### config.mk
export PLATFORM = sky130hd
export DESIGN_NAME = ifu_fetch
export DESIGN_NICKNAME = d
export VERILOG_FILES = /design/src/rtl/ifu_fetch.sv
export SDC_FILE = /design/constraint.sdc
export NUM_CORES = 1
export LEC_CHECK = 0
export BUFFER_PORTS_ARGS = -buffer_cell sky130_fd_sc_hd__clkbuf_2
export CORE_MARGIN = 2
export CORE_UTILIZATION = 25
export CTS_CLUSTER_DIAMETER = 80
export DETAILED_ROUTE_END_ITERATION = 6
export PLACE_DENSITY = 0.45
export SLEW_MARGIN = 20
export SYNTH_ARGS = -nofsm -noshare
export SYNTH_HDL_FRONTEND = slang
export SYNTH_SLANG_ARGS = --single-unit
### constraint.sdc
create_clock -name clk -period 2.3 [get_ports clk]
set_input_delay 0 -clock clk [delete_from_list [all_inputs] [get_ports clk]]
set_output_delay 0 -clock clk [all_outputs]
set_load 0.05 [all_outputs]
### src/rtl/ifu_fetch.sv
// Instruction fetch stage: owns the PC, issues one word read at a time on the
// memory port, and hands the fetched word plus its PC to decode. A redirect
// from execute replaces the PC and discards whatever fetch is in flight.
module ifu_fetch #(
    parameter logic [31:0] RESET_PC = 32'h8000_0000,
    parameter int          XLEN     = 32
) (
    input  logic            clk,
    input  logic            rst,
    output logic            req_valid,
    input  logic            req_ready,
    output logic [XLEN-1:0] req_addr,
    input  logic            rsp_valid,
    input  logic [XLEN-1:0] rsp_data,
    output logic            inst_valid,
    input  logic            inst_ready,
    output logic [XLEN-1:0] inst,
    output logic [XLEN-1:0] inst_pc,
    input  logic            redirect_valid,
    input  logic [XLEN-1:0] redirect_pc,
    input  logic            halt
);

    typedef enum logic [1:0] {
        ST_REQ  = 2'd0,
        ST_WAIT = 2'd1,
        ST_HOLD = 2'd2
    } fetch_state_e;

    fetch_state_e    state_q, state_d;
    logic [XLEN-1:0] pc_q, pc_d;
    logic            drop_q, drop_d;
    logic [XLEN-1:0] inst_q, inst_d;
    logic [XLEN-1:0] inst_pc_q, inst_pc_d;

    logic [XLEN-1:0] redirect_target;
    logic [XLEN-1:0] pc_plus4;

    // Redirect targets are word aligned; the low two bits are simply ignored.
    always_comb begin
        redirect_target      = redirect_pc;
        redirect_target[1:0] = 2'b00;
        pc_plus4             = pc_q + XLEN'(4);
    end

    // Port outputs; both valids are held low while reset is asserted because
    // the state itself only clears on the next rising edge.
    always_comb begin
        req_valid  = 1'b0;
        inst_valid = 1'b0;
        if (!rst) begin
            req_valid  = (state_q == ST_REQ) && !redirect_valid && !halt;
            inst_valid = (state_q == ST_HOLD);
        end
        req_addr = pc_q;
        inst     = inst_q;
        inst_pc  = inst_pc_q;
    end

    // Next-state logic; a redirect always wins over the sequential PC advance.
    always_comb begin
        state_d   = state_q;
        pc_d      = pc_q;
        drop_d    = drop_q;
        inst_d    = inst_q;
        inst_pc_d = inst_pc_q;
        unique case (state_q)
            ST_REQ: begin
                if (redirect_valid) begin
                    pc_d = redirect_target;
                end else if (req_valid && req_ready) begin
                    state_d = ST_WAIT;
                end
            end
            ST_WAIT: begin
                if (redirect_valid) begin
                    pc_d = redirect_target;
                    if (rsp_valid) begin
                        drop_d  = 1'b0;
                        state_d = ST_REQ;
                    end else begin
                        drop_d = 1'b1;
                    end
                end else if (rsp_valid) begin
                    if (drop_q) begin
                        drop_d  = 1'b0;
                        state_d = ST_REQ;
                    end else begin
                        inst_d    = rsp_data;
                        inst_pc_d = pc_q;
                        state_d   = ST_HOLD;
                    end
                end
            end
            ST_HOLD: begin
                if (redirect_valid) begin
                    pc_d    = redirect_target;
                    state_d = ST_REQ;
                end else if (inst_ready) begin
                    pc_d    = pc_plus4;
                    state_d = ST_REQ;
                end
            end
            default: begin
                state_d = ST_REQ;
            end
        endcase
    end

    // State registers with synchronous reset that overrides every input.
    always_ff @(posedge clk) begin
        if (rst) begin
            state_q   <= ST_REQ;
            pc_q      <= XLEN'(RESET_PC);
            drop_q    <= 1'b0;
            inst_q    <= '0;
            inst_pc_q <= '0;
        end else begin
            state_q   <= state_d;
            pc_q      <= pc_d;
            drop_q    <= drop_d;
            inst_q    <= inst_d;
            inst_pc_q <= inst_pc_d;
        end
    end

endmodule
==> out/metrics.csv <==
metric,value,unit
ys async rst share,0,%
grt total ovfl,0,
vias,4729,
Root Driver,clkbuf_16,
die area,18500,um^2
final WL,14400,um
Synth area leaders,"dfxtp_1 (44%), nand2_1 (14%), a21oi_1 (10%)",
Cell variety after synth,55,
Inserted Clock Buffers,9,
FMAX,481,MHz
Worst-Margin Slew,0.534,ns
Syn Area/Cell,7.52,um^2
synthesized area,4350,um^2
Reg-to-Reg End,req_addr[31]$_SDFFE_PP1P_,
most common library cell in the layout ignoring fill and taps,nand2_1,
port buffer count,162,
setup TNS,0,ns
"leading cell types in the layout, fill and taps excluded","nand2_1 (165), clkbuf_2 (161), dfxtp_1 (93)",
Max rail drop VDD,0.328,mV
Worst-Skew Late Latency,0.35,ns
"Hold Vio Cnt, Final",0,
wire per inst,14.3,um
number of flops mapped to enable cells by yosys,0,
WP data arrival,2.30,ns
max-cap violation count,0,
largest net degree at the start of global routing,64,
DRT Pass-1 Iters,4,
clk buf depth,2,
Final Max Tran Viols,0,
CP endpoint kind,flop,
Compound-Gate Fraction of Synth Area,20.7,%
CP endpoint,req_addr[31]$_SDFFE_PP1P_,
Synth-to-Final Area Change,42.9,%
Final Critical Period,2.08,ns
I/O Pins,169,
DRC Markers,0,
clock sink count,95,
proportion of synthesized area in mux cells,1.64,%
Final nets,845,
"Seq/Total Area, Yosys",43.7,%
RSZ-0062 raised after global routing,no,
CP startpoint,req_addr[4]$_SDFFE_PP0P_,
origin of the critical flop-to-flop path,req_addr[4]$_SDFFE_PP0P_,
first-pass GRT wire length,22500,um
starting DRC count in detailed routing,235,
DRT antenna net count,0,
Starting Density,25.3,%
clock-pin transition on the worst setup and hold timing paths,0.07,ns
largest family of logic cells by synthesized area,simple AND/OR/NAND/NOR gates,
Synth warnings,0,
Hold WC Path Type,in -> reg,
number of vias per cell,4.72,
# Post-CTS Setup Buffers,0,
share of layout cells above drive strength 1,26.9,%
Pleak,2.50,nW
Post-Synth Adder-Cell Area,0.288,%
number of diodes,0,
Crit Path Category,reg -> reg,
Synth area leader,dfxtp_1,
"Top FF cell, synth",dfxtp_1,
slew margin rel.,64.4,%
Yosys reg bits,95,
GR Util All Layers,15.5,%
Critical Path RT,2.52,ns
number of cells produced by synthesis,579,
Critical Path Fanout Max,10,
Setup crit start kind,flop,
power density over cell area,590,nW/um^2
Synth top area share,43.7,%
GPL Wtd Cong,0.739,
R2R Setup Slk,0.22,ns
number of global-route vias before repair,4373,
final setup fails,0,
worst setup margin,0.220,ns
# H-tree levels,3,
Register-to-Register Path Depth,5,
DIE HEIGHT,136,um
Core ar.,17200,um^2
standard-cell rows,48,
clk_skew,0.00797,ns
die width,136,um
pre-CTS setup slack,0.222,ns
status,"complete, no violations",
TritonCTS clock tree,built,
Tcrit/Tclk final,90.5,%
initial antenna violation count,1,
dpl hpwl,9550,um
xor-xnor portion of the synthesized cell area,0,%
simple logic cell fraction of the synthesized area,28.3,%
[what timing repair did]
item	in CTS	in global routing
gates resized for setup	0	0
hold buffers	50	0
endpoints found under the hold margin	50	0
[cell type report]
type,count,area (um^2)
clock buffers,12,256
clock inverters,3,18.8
fillers,1874,11000
inverters,3,11.3
multi-input cells,433,2250
flip-flops and latches,95,1900
well taps,225,282
repair buffers,231,1490
[worst min-delay path by stage]
stage | start | end | slack, ns | cells past startpoint
final | redirect_pc[17] | req_addr[17]$_SDFFE_PP0P_ | 0.03 | 5
after floorplan | rsp_valid | drop_q$_SDFFE_PP0P_ | 0.1 | 1
after CTS | redirect_pc[12] | req_addr[12]$_SDFFE_PP0P_ | 0.01 | 3
after global routing | redirect_pc[31] | req_addr[31]$_SDFFE_PP1P_ | 0.03 | 3
after detailed placement | rsp_data[27] | inst[27]$_SDFFE_PP0P_ | 0.23 | 3
after global placement | rsp_data[27] | inst[27]$_SDFFE_PP0P_ | 0.22 | 3
[Yosys cell counts (all sizes together), types with 3 or more instances]
cell / count
inv: 3
nand3: 20
nor3: 4
a211oi: 6
a311oi: 4
o22ai: 6
mux2i: 6
nor2b: 3
a22oi: 4
nor4: 7
o21ai: 17
nand3b: 3
and4: 4
a31oi: 8
o211ai: 4
dfxtp: 95
and3: 6
nand2b: 5
nor2: 26
and2: 3
clkbuf: 41
a21oi: 90
or3: 8
nand4: 6
buf: 10
nand2: 165
[stage by stage]
| step | utilization, % | instances | cell area, um^2 | total power [W] | hold WS [ns] |
|---|---|---|---|---|---|
| floorplan | - | 582 | 4370 | 0.00205 | 0.0968 |
| CTS | 36.2 | 1002 | 6220 | 0.00375 | 0.0115 |
| detailed placement | 31.7 | 937 | 5440 | 0.00220 | 0.230 |
| global placement | 31.7 | 937 | 5440 | 0.00220 | 0.223 |
| finish | 36.2 | 1002 | 6220 | 0.00367 | 0.0250 |
| global route | 36.2 | 1002 | 6220 | 0.00385 | 0.0290 |
[cell families after synthesis]
kind of cell,Yosys count
buf+inv,54
flops,95
simple gates,267
mux,7
fa+ha+maj,1
other cells,1
compound gates,154
[flip-flops by register name, indices dropped and copies added (netlist names)]
signal,cells
drop_q,1
inst,32
inst_pc,30
req_addr,30
state_q,2
[critical path, cell delays in order, from the launching register on]
cell	delay, ns
dfxtp_1	0.47
and4_1	0.36
nand4_2	0.35
nor4_2	0.47
mux2i_1	0.23
a2bb2oi_1	0.07
[metal layers]
| metal | GRT usage, % | part of all wire (%) | vias up |
|---|---|---|---|
| met5 | 0 | 0.090 | - |
| met4 | 5.15 | 1.5 | 2 |
| met3 | 3.47 | 5.4 | 15 |
| met2 | 25.9 | 48 | 127 |
| met1 | 19.7 | 45 | 2201 |
| li1 | - | - | 2384 |
[report_power, final]
part / switching, W / internal [W] / total (W)
sequential: 0.0000558 / 0.00168 / 0.00174
combinational: 0.000306 / 0.000187 / 0.000493
clock: 0.000648 / 0.000786 / 0.00143
Power figures use the tool's default switching activity.
